## src/rtl/qadd_pipe.sv

```systemverilog
// qadd_pipe: two-stage pipelined sign-magnitude fixed-point adder/subtractor with valid/ready.
// Build option: define QADD_SAT_EN to saturate overflowing results to +/-max instead of wrapping.
module qadd_pipe #(
    parameter int unsigned N = 32,
    parameter int unsigned Q = 15
) (
    input  logic         clk,
    input  logic         rst_n,
    input  logic         in_valid,
    output logic         in_ready,
    input  logic [N-1:0] a,
    input  logic [N-1:0] b,
    input  logic         op,
    output logic         out_valid,
    input  logic         out_ready,
    output logic [N-1:0] c,
    output logic         ovf
);

    localparam int unsigned M = N - 1;

    // Q only documents the operand format; both operands share it, so no alignment is needed.
    if (N < 4 || N > 64 || Q >= N - 1) begin : gen_param_check
        $error("qadd_pipe: illegal N/Q combination");
    end

    logic         en1;
    logic         en2;

    logic         s1_valid_q, s1_valid_d;
    logic         s1_ge_q, s1_ge_d;
    logic         s1_sub_q, s1_sub_d;
    logic [M-1:0] s1_ma_q, s1_ma_d;
    logic [M-1:0] s1_mb_q, s1_mb_d;
    logic         s1_sa_q, s1_sa_d;
    logic         s1_sb_q, s1_sb_d;

    logic         s2_valid_q, s2_valid_d;
    logic [N-1:0] c_q, c_d;
    logic         ovf_q, ovf_d;

    logic [N-1:0] sum;
    logic [M-1:0] diff;
    logic [M-1:0] mag;
    logic         sign;
    logic         ovf_raw;

    always_comb begin
        en2      = !s2_valid_q || out_ready;
        en1      = !s1_valid_q || en2;
        in_ready = en1 && rst_n;
    end

    // Stage 1: capture magnitudes, effective signs and the magnitude comparison.
    always_comb begin
        s1_valid_d = s1_valid_q;
        s1_ge_d    = s1_ge_q;
        s1_sub_d   = s1_sub_q;
        s1_ma_d    = s1_ma_q;
        s1_mb_d    = s1_mb_q;
        s1_sa_d    = s1_sa_q;
        s1_sb_d    = s1_sb_q;
        if (en1) begin
            s1_valid_d = in_valid;
            if (in_valid) begin
                s1_ma_d  = a[N-2:0];
                s1_mb_d  = b[N-2:0];
                s1_sa_d  = a[N-1];
                s1_sb_d  = b[N-1] ^ op;
                s1_sub_d = a[N-1] ^ b[N-1] ^ op;
                s1_ge_d  = (a[N-2:0] >= b[N-2:0]);
            end
        end
    end

    always_ff @(posedge clk or negedge rst_n) begin
        if (!rst_n) begin
            s1_valid_q <= 1'b0;
            s1_ge_q    <= 1'b0;
            s1_sub_q   <= 1'b0;
            s1_ma_q    <= '0;
            s1_mb_q    <= '0;
            s1_sa_q    <= 1'b0;
            s1_sb_q    <= 1'b0;
        end else begin
            s1_valid_q <= s1_valid_d;
            s1_ge_q    <= s1_ge_d;
            s1_sub_q   <= s1_sub_d;
            s1_ma_q    <= s1_ma_d;
            s1_mb_q    <= s1_mb_d;
            s1_sa_q    <= s1_sa_d;
            s1_sb_q    <= s1_sb_d;
        end
    end

    // Stage 2 arithmetic: add magnitudes on equal signs, else subtract smaller from larger.
    always_comb begin
        sum     = {1'b0, s1_ma_q} + {1'b0, s1_mb_q};
        diff    = s1_ge_q ? (s1_ma_q - s1_mb_q) : (s1_mb_q - s1_ma_q);
        ovf_raw = 1'b0;
        if (s1_sub_q) begin
            mag  = diff;
            sign = s1_ge_q ? s1_sa_q : s1_sb_q;
        end else begin
            ovf_raw = sum[N-1];
            mag     = sum[M-1:0];
            sign    = s1_sa_q;
`ifdef QADD_SAT_EN
            if (ovf_raw) begin
                mag = '1;
            end
`endif
        end
        // Negative zero is never emitted; this also covers equal magnitudes and -0 inputs.
        if (mag == '0) begin
            sign = 1'b0;
        end
    end

    always_comb begin
        s2_valid_d = s2_valid_q;
        c_d        = c_q;
        ovf_d      = ovf_q;
        if (en2) begin
            s2_valid_d = s1_valid_q;
            if (s1_valid_q) begin
                c_d   = {sign, mag};
                ovf_d = ovf_raw;
            end
        end
    end

    always_ff @(posedge clk or negedge rst_n) begin
        if (!rst_n) begin
            s2_valid_q <= 1'b0;
            c_q        <= '0;
            ovf_q      <= 1'b0;
        end else begin
            s2_valid_q <= s2_valid_d;
            c_q        <= c_d;
            ovf_q      <= ovf_d;
        end
    end

    assign out_valid = s2_valid_q;
    assign c         = c_q;
    assign ovf       = ovf_q;

    a_hold_under_backpressure: assert property (@(posedge clk) disable iff (!rst_n)
        out_valid && !out_ready |=> out_valid && $stable(c) && $stable(ovf));

    a_no_negative_zero: assert property (@(posedge clk) disable iff (!rst_n)
        out_valid |-> !(c[N-1] && (c[N-2:0] == '0)));

endmodule

```

## config.mk

```make
export PLATFORM = sky130hd
export DESIGN_NAME = qadd_pipe
export DESIGN_NICKNAME = d
export VERILOG_FILES = /design/src/rtl/qadd_pipe.sv
export SDC_FILE = /design/constraint.sdc
export NUM_CORES = 1
export LEC_CHECK = 0
export ABC_AREA = 1
export CORE_MARGIN = 1.5
export CORE_UTILIZATION = 40
export CTS_BUF_LIST = sky130_fd_sc_hd__clkbuf_4
export DETAILED_ROUTE_END_ITERATION = 16
export DONT_BUFFER_PORTS = 1
export SLEW_MARGIN = 20
export SYNTH_ARGS = -nofsm -noshare
export SYNTH_HDL_FRONTEND = slang
export SYNTH_SLANG_ARGS = --single-unit
export TNS_END_PERCENT = 20
```

## constraint.sdc

```tcl
create_clock -name clk -period 2.43 [get_ports clk]
set_clock_uncertainty 0.2 [all_clocks]
set_input_delay 0.243 -clock clk [delete_from_list [all_inputs] [get_ports clk]]
set_output_delay 0.243 -clock clk [all_outputs]
set_load 0.005 [all_outputs]
```

==> flow_metrics.env <==
export IMPL_path_max_fanout=4
export IMPL_synth_largest_area_cell="nand2_1"
export IMPL_ir_drop_mv=0.354
export IMPL_syn_nets=2052
export IMPL_drive_gt1_share_pct=27.1
export IMPL_power_density_nw_per_um2=772
export IMPL_timing_worst_setup_path_type="reg -> reg"
export IMPL_ios=104
export IMPL_critPathBufInv=2
export IMPL_netlist_area_um2=11100
export IMPL_arrival_ps=3010
export IMPL_fin_cells=2613
export IMPL_htree_levels=3
export IMPL_fmax_mhz=358
export IMPL_viasPerCell=4.99
export IMPL_grt_max_degree=103
export IMPL_ys_warn_count=0
export IMPL_cp_depth=18
export IMPL_synth_compound_area_share_pct=11.6
export IMPL_synthToLayoutAreaGrowth_pct=42.3
export IMPL_ant_nets=0
export IMPL_synth_adder_area_share_pct=15.0
export IMPL_drc_errors=0
export IMPL_cp_top_family="simple AND/OR/NAND/NOR gates"
export IMPL_synth_top_family_by_area="simple AND/OR/NAND/NOR gates"
export IMPL_port_buffers=0
export IMPL_rr_startpoint="s1_mb_q[0]"
export IMPL_drtPass1Iterations=6
export IMPL_antenna_found_initial=2
export IMPL_grt_pass1_vias=12600
export IMPL_hold_path_class="in -> async"
export IMPL_synthArstFlopShare_pct=100
export IMPL_clkSinkCount=101
export IMPL_r2r_end="c[31]"
export IMPL_clk_latency_ps=530
export IMPL_final_nets=2437
export IMPL_p_leak_nw=8.70
export IMPL_worst_pin_slew_ps=458
export IMPL_synth_mux_area_share_pct=0
export IMPL_start_kind="flop"
export IMPL_slew_violations=0
export IMPL_regToRegSetupSlack_ps=-360
export IMPL_synth_xor_area_share_pct=0.787
export IMPL_synth_cells=1851
export IMPL_setup_tns_ps=-2670
export IMPL_synth_area_per_cell_um2=6.02
export IMPL_wire_per_inst_um=17.4
export IMPL_clkSlewWorstSetupHoldPaths_ps=210
export IMPL_cap_violations=0
export IMPL_grt_usage_pct=31.8
export IMPL_grt_first_pass_wirelength_um=69600
export IMPL_ys_ff_latch=101
export IMPL_synth_top_area_share_pct=23.4
export IMPL_numPlacedInstances=2517
export IMPL_synth_edf_count=0
export IMPL_cp_end_kind="flop"
export IMPL_rows=60
export IMPL_dp_hpwl_um=36800
export IMPL_cts_hold_buf=67
export IMPL_die_height_um=170
export IMPL_setup_ws_ps=-364
export IMPL_wirelength_um=45300
export IMPL_cts_buffers=9
export IMPL_hold_viol=101
export IMPL_rsz0062_at_grt="yes"
export IMPL_ys_dominant_reg_cell="dfrtp_1"
export IMPL_violations="hold timing, setup timing"
export IMPL_whs_ps=-828
export IMPL_period_minus_slack_ps=2790
export IMPL_slowest_stage="dfrtp_1"
export IMPL_yosys_area_share_simple_pct=36.6
export IMPL_cts_tree="yes"
export IMPL_crit_chain="inv_1 > ha_1 > inv_2 > fa_2 > nand3_1 > nand3_2 > nand2_1 > nand3b_1 > nand2_2 > nand4_1 > nand2_1 > nand3_1 > nor2_2 > nand4_1 > nor2_1 > nand2_1 > nand2_1 > nand2_1"
export IMPL_die_area_um2=28800
export IMPL_layout_worst_path_cycle_share_pct=115
export IMPL_pre_cts_slack_ps=-530
export IMPL_place_congestion=0.989
export IMPL_slew_headroom_pct=69.5
export IMPL_crit_top_cell="nand2_1"
export IMPL_start_util_pct=41.1
export IMPL_fp_dieW_um=170
export IMPL_gr_total_overflow=0
export IMPL_slowest_delay_ps=450
export IMPL_power_total_w=0.0122
export IMPL_post_synth_num_cell_types=45
export IMPL_drt_iter0_markers=1025
export IMPL_cp_required_ps=2640
export IMPL_vias=13000
export IMPL_synthTopCellsByArea="nand2_1 23%, dfrtp_1 23%, ha_1 14%"
export IMPL_synth_seq_area_share_pct=22.7
export IMPL_setup_viol_count_final=21
export IMPL_fin_util_pct=58.5
export IMPL_r2r_worst_path_cells=18
export IMPL_core_area_um2=27100
export IMPL_clockBufferDepth=2
export IMPL_cts_root_buf="clkbuf_4"
export IMPL_status="finished, violations left"
layout make-up:
| class | instances | area [um2] |
|---|---|---|
| Fill cell | 2649 | 11300 |
| Clock buffer | 9 | 67.6 |
| Sequential cell | 101 | 2530 |
| Multi-Input combinational cell | 1374 | 8040 |
| Inverter | 325 | 1220 |
| Antenna cell | 2 | 5.00 |
| Tap cell | 372 | 465 |
| Clock inverter | 5 | 61.3 |
| Timing Repair Buffer | 425 | 3460 |
cells in the mapped netlist (2+ instances only):
library cell  count
nor2_4            3
nand3_1         111
o21ai_0         108
nor3_1            9
a21o_1            3
a21oi_1          82
ha_1            129
nand4_1          34
o21bai_1         15
buf_1             4
o21a_1            3
nor2_1          118
clkbuf_1         18
nand2_2           6
nor3_2            4
o21ai_1           3
a31oi_1          10
o22ai_1           2
xor2_1            9
o221ai_1          2
nand3b_1          3
nand2_1         694
buf_4             6
nor4_1            3
dfrtp_1         101
inv_2             7
buf_2            21
fa_1              3
buf_6             2
nor2_2            7
inv_1           316
a211oi_1          2
per-layer routing:
layer	vias up	global-route usage, %	part of all wire [%]
met5	-	0	0
met4	0	6.43	1.4
met3	32	3.95	7.1
met2	434	50.7	44
met1	6038	45.7	47
li1	6524	-	-
flip-flops by register name (all words and copies together) (netlist names):
name	cells
c	32
s1_ma_q	31
s1_mb_q	31
out_valid	1
ovf	1
s1_ge_q	1
s1_sa_q	1
s1_sb_q	1
s1_sub_q	1
s1_valid_q	1
stage by stage:
step,instance area [um2],hold slack (ps)
2_1_floorplan,11100,-253
3_3_place_gp,14000,-250
3_5_place_dp,14000,-250
4_1_cts,15500,-841
5_1_grt,15800,-864
6_report,15800,-828
worst max-delay path by stage:
| stage | slack [ps] | startpoint | endpoint |
|---|---|---|---|
| 2_1_floorplan | 5 | s1_ma_q[0] | c[31] |
| 3_3_place_gp | -580 | s1_ma_q[23] | c[31] |
| 3_5_place_dp | -530 | s1_ma_q[19] | c[31] |
| 4_1_cts | -360 | s1_ma_q[0] | c[31] |
| 5_1_grt | -620 | s1_mb_q[0] | c[31] |
| 6_report | -360 | s1_mb_q[0] | c[31] |
kinds of logic after synthesis:
logic type,count (synthesis)
simple gates,995
buf+inv,376
compound gates,237
fa+ha+maj,132
flops,101
xor+xnor,10
placed cells by master (no fill, tap or decap), types with 5 or more instances in the layout:
cell	n
nand2_1	620
buf_4	348
inv_1	294
ha_1	101
dfrtp_1	100
o21ai_0	99
nor2_1	93
nand3_1	90
nand2_2	74
dlygate4sd3_1	67
a21oi_1	66
nand4_1	34
inv_2	29
nor2_2	26
ha_4	23
nand3_2	21
a21oi_2	15
o21bai_1	12
a31oi_1	10
nor2_4	9
o21ai_1	9
clkbuf_4	9
xor2_1	7
buf_12	7
nand2_4	6
nor3_2	6
nor3_1	5
ha_2	5
worst reg2reg max path: cells and delay by family (launching register included):
kind	cells	cell delay, ps
simple gates	14	1410
flops	1	450
fa+ha+maj	2	540
buf+inv	2	130
timing repair:
item	CTS	global route
resized for setup	135	106
endpoints found under the hold margin	168	101
endpoints found under the setup margin	26	30
buffers inserted	7	6
gates cloned	0	0
pin swaps	19	24
power breakdown:
part	total [W]	switching, W	internal [W]	leakage, nW
logic	0.00876	0.00496	0.00380	7.42
registers	0.00246	0.000345	0.00211	1.22
clock network	0.00101	0.000703	0.000305	0.0605
Power figures use the tool's default switching activity.
